## src/rtl/uart_pkg.sv

```systemverilog
// Shared UART link definitions: FSM state encodings and default link parameters.
package uart_pkg;

  typedef enum logic [2:0] {
    IDLE         = 3'd0,
    RX_START_BIT = 3'd1,
    RX_DATA_BITS = 3'd2,
    RX_STOP_BIT  = 3'd3,
    CLEANUP      = 3'd4
  } uart_state_t;

  localparam int DEFAULT_CLKS_PER_BIT = 434;  // 50 MHz / 115200 baud
  localparam int DEFAULT_DATA_BITS    = 128;

endpackage

```

## src/rtl/uart_sync2.sv

```systemverilog
// Two-flop synchroniser for one async input; resets to 1 (idle line level).
// Latency: 2 i_clk cycles from input change to sync_out.
// Backpressure: none.
module uart_sync2 (
  input  logic i_clk,
  input  logic i_rst,
  input  logic async_in,
  output logic sync_out
);

  logic meta_q;

  always_ff @(posedge i_clk) begin
    if (i_rst) begin
      meta_q   <= 1'b1;
      sync_out <= 1'b1;
    end else begin
      meta_q   <= async_in;
      sync_out <= meta_q;
    end
  end

endmodule

```

## src/rtl/uart_rx.sv

```systemverilog
// UART receiver: start bit, DATA_BITS data bits LSB first, one stop bit, centre sampled.
// Latency: word valid about mid stop bit plus 2 cycles of synchroniser delay.
// Backpressure: none; o_rx_dv is a one-cycle pulse that must be captured on the spot.
module uart_rx
  import uart_pkg::*;
#(
  parameter int CLKS_PER_BIT = DEFAULT_CLKS_PER_BIT,
  parameter int DATA_BITS    = DEFAULT_DATA_BITS
) (
  input  logic                 i_clk,
  input  logic                 i_rst,
  input  logic                 i_rx_serial,
  output logic                 o_rx_dv,
  output logic [DATA_BITS-1:0] o_rx_byte,
  output logic                 o_rx_active,
  output logic                 o_rx_frame_err
);

  localparam int IDX_W = (DATA_BITS > 1) ? $clog2(DATA_BITS) : 1;
  localparam logic [15:0]      HALF_CNT = 16'((CLKS_PER_BIT - 1) / 2);
  localparam logic [15:0]      FULL_CNT = 16'(CLKS_PER_BIT - 1);
  localparam logic [IDX_W-1:0] LAST_IDX = IDX_W'(DATA_BITS - 1);

  logic                 rx_s;
  uart_state_t          state_q, state_d;
  logic [15:0]          clk_cnt_q, clk_cnt_d;
  logic [IDX_W-1:0]     bit_idx_q, bit_idx_d;
  logic [DATA_BITS-1:0] shift_q, shift_d;
  logic [DATA_BITS-1:0] rx_byte_d;
  logic                 rx_dv_d, rx_active_d, frame_err_d;

  uart_sync2 u_sync (
    .i_clk    (i_clk),
    .i_rst    (i_rst),
    .async_in (i_rx_serial),
    .sync_out (rx_s)
  );

  always_ff @(posedge i_clk) begin
    if (i_rst) begin
      state_q        <= IDLE;
      clk_cnt_q      <= '0;
      bit_idx_q      <= '0;
      shift_q        <= '0;
      o_rx_byte      <= '0;
      o_rx_dv        <= 1'b0;
      o_rx_active    <= 1'b0;
      o_rx_frame_err <= 1'b0;
    end else begin
      state_q        <= state_d;
      clk_cnt_q      <= clk_cnt_d;
      bit_idx_q      <= bit_idx_d;
      shift_q        <= shift_d;
      o_rx_byte      <= rx_byte_d;
      o_rx_dv        <= rx_dv_d;
      o_rx_active    <= rx_active_d;
      o_rx_frame_err <= frame_err_d;
    end
  end

  always_comb begin
    state_d     = state_q;
    clk_cnt_d   = clk_cnt_q;
    bit_idx_d   = bit_idx_q;
    shift_d     = shift_q;
    rx_byte_d   = o_rx_byte;
    rx_dv_d     = o_rx_dv;
    rx_active_d = o_rx_active;
    frame_err_d = o_rx_frame_err;

    case (state_q)
      IDLE: begin
        clk_cnt_d = '0;
        bit_idx_d = '0;
        if (!rx_s) begin
          state_d     = RX_START_BIT;
          rx_active_d = 1'b1;
        end
      end

      RX_START_BIT: begin
        if (clk_cnt_q == HALF_CNT) begin
          if (!rx_s) begin
            clk_cnt_d = '0;
            state_d   = RX_DATA_BITS;
          end else begin
            // Start bit gone by its centre: treat as a glitch and re-arm.
            rx_active_d = 1'b0;
            state_d     = IDLE;
          end
        end else begin
          clk_cnt_d = clk_cnt_q + 16'd1;
        end
      end

      RX_DATA_BITS: begin
        if (clk_cnt_q < FULL_CNT) begin
          clk_cnt_d = clk_cnt_q + 16'd1;
        end else begin
          clk_cnt_d          = '0;
          shift_d[bit_idx_q] = rx_s;
          if (bit_idx_q < LAST_IDX) begin
            bit_idx_d = bit_idx_q + 1'b1;
          end else begin
            bit_idx_d = '0;
            state_d   = RX_STOP_BIT;
          end
        end
      end

      RX_STOP_BIT: begin
        if (clk_cnt_q < FULL_CNT) begin
          clk_cnt_d = clk_cnt_q + 16'd1;
        end else begin
          clk_cnt_d = '0;
          if (rx_s) begin
            rx_byte_d = shift_q;
            rx_dv_d   = 1'b1;
          end else begin
            frame_err_d = 1'b1;
          end
          rx_active_d = 1'b0;
          state_d     = CLEANUP;
        end
      end

      CLEANUP: begin
        rx_dv_d     = 1'b0;
        frame_err_d = 1'b0;
        state_d     = IDLE;
      end

      default: state_d = IDLE;
    endcase
  end

endmodule

```

## config.mk

```make
export PLATFORM = sky130hd
export DESIGN_NAME = uart_rx
export DESIGN_NICKNAME = d
export VERILOG_FILES = /design/src/rtl/uart_pkg.sv /design/src/rtl/uart_sync2.sv /design/src/rtl/uart_rx.sv
export SDC_FILE = /design/constraint.sdc
export NUM_CORES = 1
export LEC_CHECK = 0
export ABC_CLOCK_PERIOD_IN_PS = 2700
export BUFFER_PORTS_ARGS = -buffer_cell sky130_fd_sc_hd__buf_2
export CAP_MARGIN = 20
export CORE_MARGIN = 2
export CORE_UTILIZATION = 35
export DETAILED_ROUTE_END_ITERATION = 8
export PLACE_DENSITY = 0.5
export SLEW_MARGIN = 30
export SYNTH_ARGS = -nofsm -noshare
export SYNTH_HDL_FRONTEND = slang
export SYNTH_SLANG_ARGS = --single-unit
```

## constraint.sdc

```tcl
create_clock -name i_clk -period 2.7 [get_ports i_clk]
set_input_delay 0.135 -clock i_clk [delete_from_list [all_inputs] [get_ports i_clk]]
set_output_delay 0.135 -clock i_clk [all_outputs]
set_load 0.05 [all_outputs]
```

======== Word-level counts from Yosys, hierarchy flattened ========
Index checks and enable logic that the tools add are counted.
word-level totals
  input bits .............................. 3
  logic and storage cells ................. 73
  register bits after elaboration ......... 287
  output and inout bits ................... 131
operators by class
  mux-type cells .......................... 27
  eq/ne operators ......................... 14
  add/subtract/negate cells ............... 2
  reductions and logical operators ........ 15
  magnitude comparators ................... 4
  bitwise gates (word level) .............. 1
operators with widths
  operator                 number
  $bwmux W128              1
  $mux W16                 3
  $pmux W16 S3             1
  $add A16 B1 Y16 const B  1
  $eq A16 B8 Y1 const B    1
  $lt A16 B9 Y1 const B    1
  $mux W3                  5
  $mux W7                  2
  $pmux W7 S2              1
  $ne A2 B2 Y1 const B     6
  $pmux W3 S4              1
  $reduce_and A5 Y1        2
  $reduce_and A3 Y1        3
  $lt A7 B8 Y1 const B     1
  $mux W1                  8
  $add A7 B1 Y7 const B    1
  $demux W1 S7             1
  $ge A7 B1 Y1 const B     1
  $lt A7 B7 Y1 const B     1
  $eq A3 B2 Y1 const B     2
  $reduce_and A2 Y1        3
  $reduce_bool A3 Y1       2
  $ne A2 B1 Y1 const B     2
  $pmux W1 S2              2
  10 further kinds         11

======== Longest topological paths before layout ========
  depth after elaboration ................. 5
  depth in mapped cells ................... 10
  mapped depth without buffers ............ 7

======== By module ========
Synthesis repeated with hierarchy kept, for this count alone.
unflattened totals
  cells, all modules ...................... 1402
  area total of the unflattened synthesis .. 11715.0 µm²
modules (own cells, without submodules)
  module      cells an instance  seq. area each (µm²)  area each (µm²)  times used
  uart_rx     1398               5705.5                11662.4          1
  uart_sync2  4                  40.0                  52.6             1

======== Worst setup path before layout ========
OpenSTA, ideal clock, no wires.
  path type ............................... register to register
  start point ............................. register clk_cnt_q[0]
  end point ............................... register shift_q[17]
  stages on the path, launching flop included .. 9
  clock period less this slack ............ 2123 ps
  required time ........................... 2630 ps
  path slack .............................. 577 ps
  setup time .............................. 70 ps
  path buffers ............................ 1
  arrival ................................. 2053 ps
  cell sequence ........................... dfxtp_1 -> inv_1 -> ha_1 -> nor3b_1 -> o2111a_2 -> nor4_2 -> clkbuf_1 -> nand4_1 -> a21oi_1
between the ends
  word-level cells in the longest chain between the ends .. 3
ends and longest elaborated chain
  what                         RTL line       RTL
  start, declared              uart_rx.sv:26  logic [15:0] clk_cnt_q, clk_cnt_d;
  start signal, assigned       uart_rx.sv:51  clk_cnt_q <= clk_cnt_d;
  $lt A16 B9 Y1                uart_rx.sv:97  if (clk_cnt_q < FULL_CNT) begin
  $not A1 Y1 (no line)         -
  $reduce_and A2 Y1 (no line)  -
  end signal, assigned         uart_rx.sv:53  shift_q <= shift_d;
  end, declared                uart_rx.sv:28  logic [DATA_BITS-1:0] shift_q, shift_d;
No other way between the ends.
A chain may end at the register's enable or synchronous reset.

======== Worst setup path after layout ========
  start point ............................. register clk_cnt_q[0]
  end point ............................... register shift_q[103]
The elaborated chain is that of the path after synthesis.

==> summary.md <==
| Metric | Value |
|---|---|
| Status | finished, final reports clean |
| Seq cells post-synth | 287 |
| Finished Cell Area | 13800 um^2 |
| Antenna violations before repair | 0 |
| Post-synth EDFFs | 0 |
| FILL cells | 3391 |
| Core ar. | roughly 32000 um^2 |
| Clk_skew | a little over 0.008 ns |
| Cell Int Power | 6830 uW |
| # DRC | 0 |
| FF-to-FF setup slack | 0.26 ns |
| Antenna diodes | 0 |
| Post-CTS Setup Bufs | 0 |
| Syn nets | 1441 |
| CTS clock-pin slew for the worst setup and hold paths | 0.06 ns |
| Multi-input gate area | 5190 um^2 |
| Starting Density | 35.4% |
| Ys Warns | 0 |
| Die X-Extent | 185 um |
| Commonest non-fill, non-tap cells in the layout | nand2_1, dfxtp_1, a21oi_1 |
| Register area share after synthesis | 50.1% |
| Net Sw Frac | 21.5% |
| Htree depth | 1 |
| Max-cap violations | 0 |
| Initial DRC Count | roughly 690 |
| Worst-Margin Slew | ~0.68 ns |
| Area delta synth->final | 20.1% |
| # nets final | around 1500 |
| Comb power frac | under 10% |
| Asr flop ratio synth | 0% |
| Peak Freq | about 410 MHz |
| Later-pin clock latency in the skew report | 0.55 ns |
| Post-Route WL | 34100 um |
| Worst r2r path cells | 7 |
| Max IR drop VDD | 0.000500 V |
| Drt pass-1 iters | 5 |
| CTS Sinks | 287 |
| Post-DR vias/cell | 5.22 |
| Clk root buf | clkbuf_16 |
| Clock share of power | approximately half |
| Most common cell after layout, fill and taps aside | nand2_1 |
| CP Class | reg -> reg |
| Critical Path RT | 3.12 ns |
| Synth cell types | 51 |
| RSZ-0062 raised after global routing | no |
| Die height | 185 um |
| DP HPWL | 22200 um |
| Worst hold stages | 2 |
| Ports | roughly 130 |
| Average wire per standard cell | 17.1 um |
| Synth Cell Area | 11500 um^2 |
| GR Util All Layers | 19.6% |
| Pwr Density | 633 nW/um^2 |
| Mapped Cells | between 1000 and 1500 |
| Max-slew violations | 0 |
| Antenna Violating Nets Remaining | 0 |
| Die area | approximately 34000 um^2 |
| Critical path peak fanout | 15 |
| Synth Flop Type | dfxtp_1 |
| CTS Buf Count | 31 |
| RD Place Congestion | 0.819 |
| HP Class | in -> reg |
| Port Buffers | roughly 130 |
| Layout cells sized above 1 | 17.0% |
| Sequential cell fraction of total power | 48.8% |
| WHS Endpoint | o_rx_byte[34] |
| Worst Setup Start Kind | register |
| Design Power | about 8700 uW |
| Hold Vio Cnt, Final | 0 |
| Leak Pwr | 0.00499 uW |
| Gr ovfl total | 0 |
| Largest net degree at the start of global routing | ~110 |
| Sw power | 1870 uW |
| WP data arrival | 2.86 ns |
| Vias in the first global route | 10100 |
| Flip-flop and latch area | 5750 um^2 |
| First-pass GRT wire length | 54100 um |
| # setup viols final | 0 |
| Tcrit/Tclk final | 90.4% |
| Post-synthesis area per instance | about 8.0 um^2 |
| Number of cell rows | 66 |
| Worst slew margin | 54.8% |
| Cell Area, Placed | around 13000 um^2 |
| Layout Utilization | 42.5% |
| Final setup TNS | 0 ns |
| Tmin final | 2.44 ns |
| Reg2reg start | clk_cnt_q[0] |
| RR Endpoint | shift_q[103] |
| Clock Path Buffers | 3 |
| CTS tree | yes |
| Min-delay src | i_rst |
| Crit path capture type | register |
| Routed via count | ~10000 |
==> repair_timing <==
item,4_1_cts,5_1_grt
setup endpoints to repair,0,2
gates resized for setup,0,1
endpoints found under the hold margin,1,0
hold buffers,1,0
==> worst max path at each step <==
stage,start,to,slack [ns],cells past startpoint
final,clk_cnt_q[0],shift_q[103],0.26,7
after global routing,clk_cnt_q[0],shift_q[103],0.09,7
after CTS,clk_cnt_q[0],shift_q[103],0.26,7
after detailed placement,clk_cnt_q[0],shift_q[103],0.26,7
after global placement,clk_cnt_q[0],shift_q[103],0.33,7
after floorplan,clk_cnt_q[0],shift_q[17],0.58,8
==> logic make-up after synthesis <==
kind of cell / Yosys count / synth area share (%)
simple gates: 609 / 24.4
buf+inv: 135 / 4.95
fa+ha+maj: 3 / 0.328
compound gates: 358 / 16.6
flops: 287 / 50.1
mux: 31 / 2.71
xor+xnor: 12 / 0.917
==> Yosys cell counts, types with 3 or more instances <==
cell type | n | area, um^2
a21oi_1 | 233 | 1170
o211ai_1 | 3 | 22.5
buf_6 | 3 | 33.8
nand2b_1 | 7 | 43.8
a31oi_1 | 5 | 31.3
and2_1 | 7 | 43.8
o21ai_0 | 90 | 450
nor3_1 | 20 | 100
or2_2 | 4 | 25.0
nand4b_1 | 5 | 43.8
o31ai_1 | 14 | 105
buf_2 | 26 | 130
mux2i_1 | 31 | 310
or3_1 | 11 | 68.8
nand4_1 | 49 | 307
dfxtp_1 | 287 | 5750
buf_1 | 10 | 37.5
inv_1 | 9 | 33.8
nor2b_1 | 4 | 25.0
nor2_1 | 64 | 240
xnor2_1 | 6 | 52.6
nand2_1 | 325 | 1220
or4_1 | 8 | 60.1
nand3_1 | 83 | 415
clkbuf_1 | 85 | 319
ha_1 | 3 | 37.5
nor4_1 | 6 | 37.5
xor2_1 | 6 | 52.6
==> worst max-delay path, cell delays in order, from the launching register on <==
cell      delay [ns]
dfxtp_1         0.39
inv_1           0.09
ha_1            0.21
nor3b_1         0.16
o2111a_2        0.36
or3_1           0.68
o31ai_1         0.33
a21oi_1         0.09
==> through the flow <==
| stage | setup slack, ns | std cells | hold slack (ns) |
|---|---|---|---|
| floorplan | 0.577 | 1435 | 0.239 |
| global placement | 0.327 | 1938 | 0.318 |
| detailed placement | 0.264 | 1938 | 0.321 |
| CTS | 0.261 | 1996 | 0.0558 |
| global route | 0.0922 | 1996 | 0.0774 |
| finish | 0.260 | 1996 | 0.0624 |
==> power by group through the flow <==
stage / clock network (uW) / logic [uW] / registers [uW]
detailed placement: 0 / 164 / 4340
global placement: 0 / 164 / 4340
finish: 4300 / 165 / 4240
floorplan: 0 / 112 / 4340
CTS: 4400 / 165 / 4240
global route: 4590 / 179 / 4240
==> registers in the layout, summed over array words and instances, names as in the netlist <==
signal and cells:
o_rx_byte 128, shift_q 128, clk_cnt_q 16, bit_idx_q 7, state_q 3, o_rx_active 1
o_rx_dv 1, o_rx_frame_err 1, u_sync.meta_q 1, u_sync.sync_out 1
==> area by class of cell <==
class | instances | area share [%]
Timing Repair Buffer | 188 | 8.65
Clock buffer | 47 | 6.80
Inverter | 9 | 0.245
Sequential cell | 287 | 41.8
Tap cell | 442 | 4.02
Clock inverter | 10 | 0.773
Multi-Input combinational cell | 1013 | 37.7
==> per-layer routing <==
layer,global-route usage [%],routed length (um),vias up,part of all wire [%]
li1,-,-,5161,-
met1,26.5,15900,4942,47
met2,32.7,15700,251,46
met3,2.63,1700,58,5.0
met4,5.75,778,0,2.3
met5,0,0,-,0
Note: power is estimated with default switching activity, not from simulation.
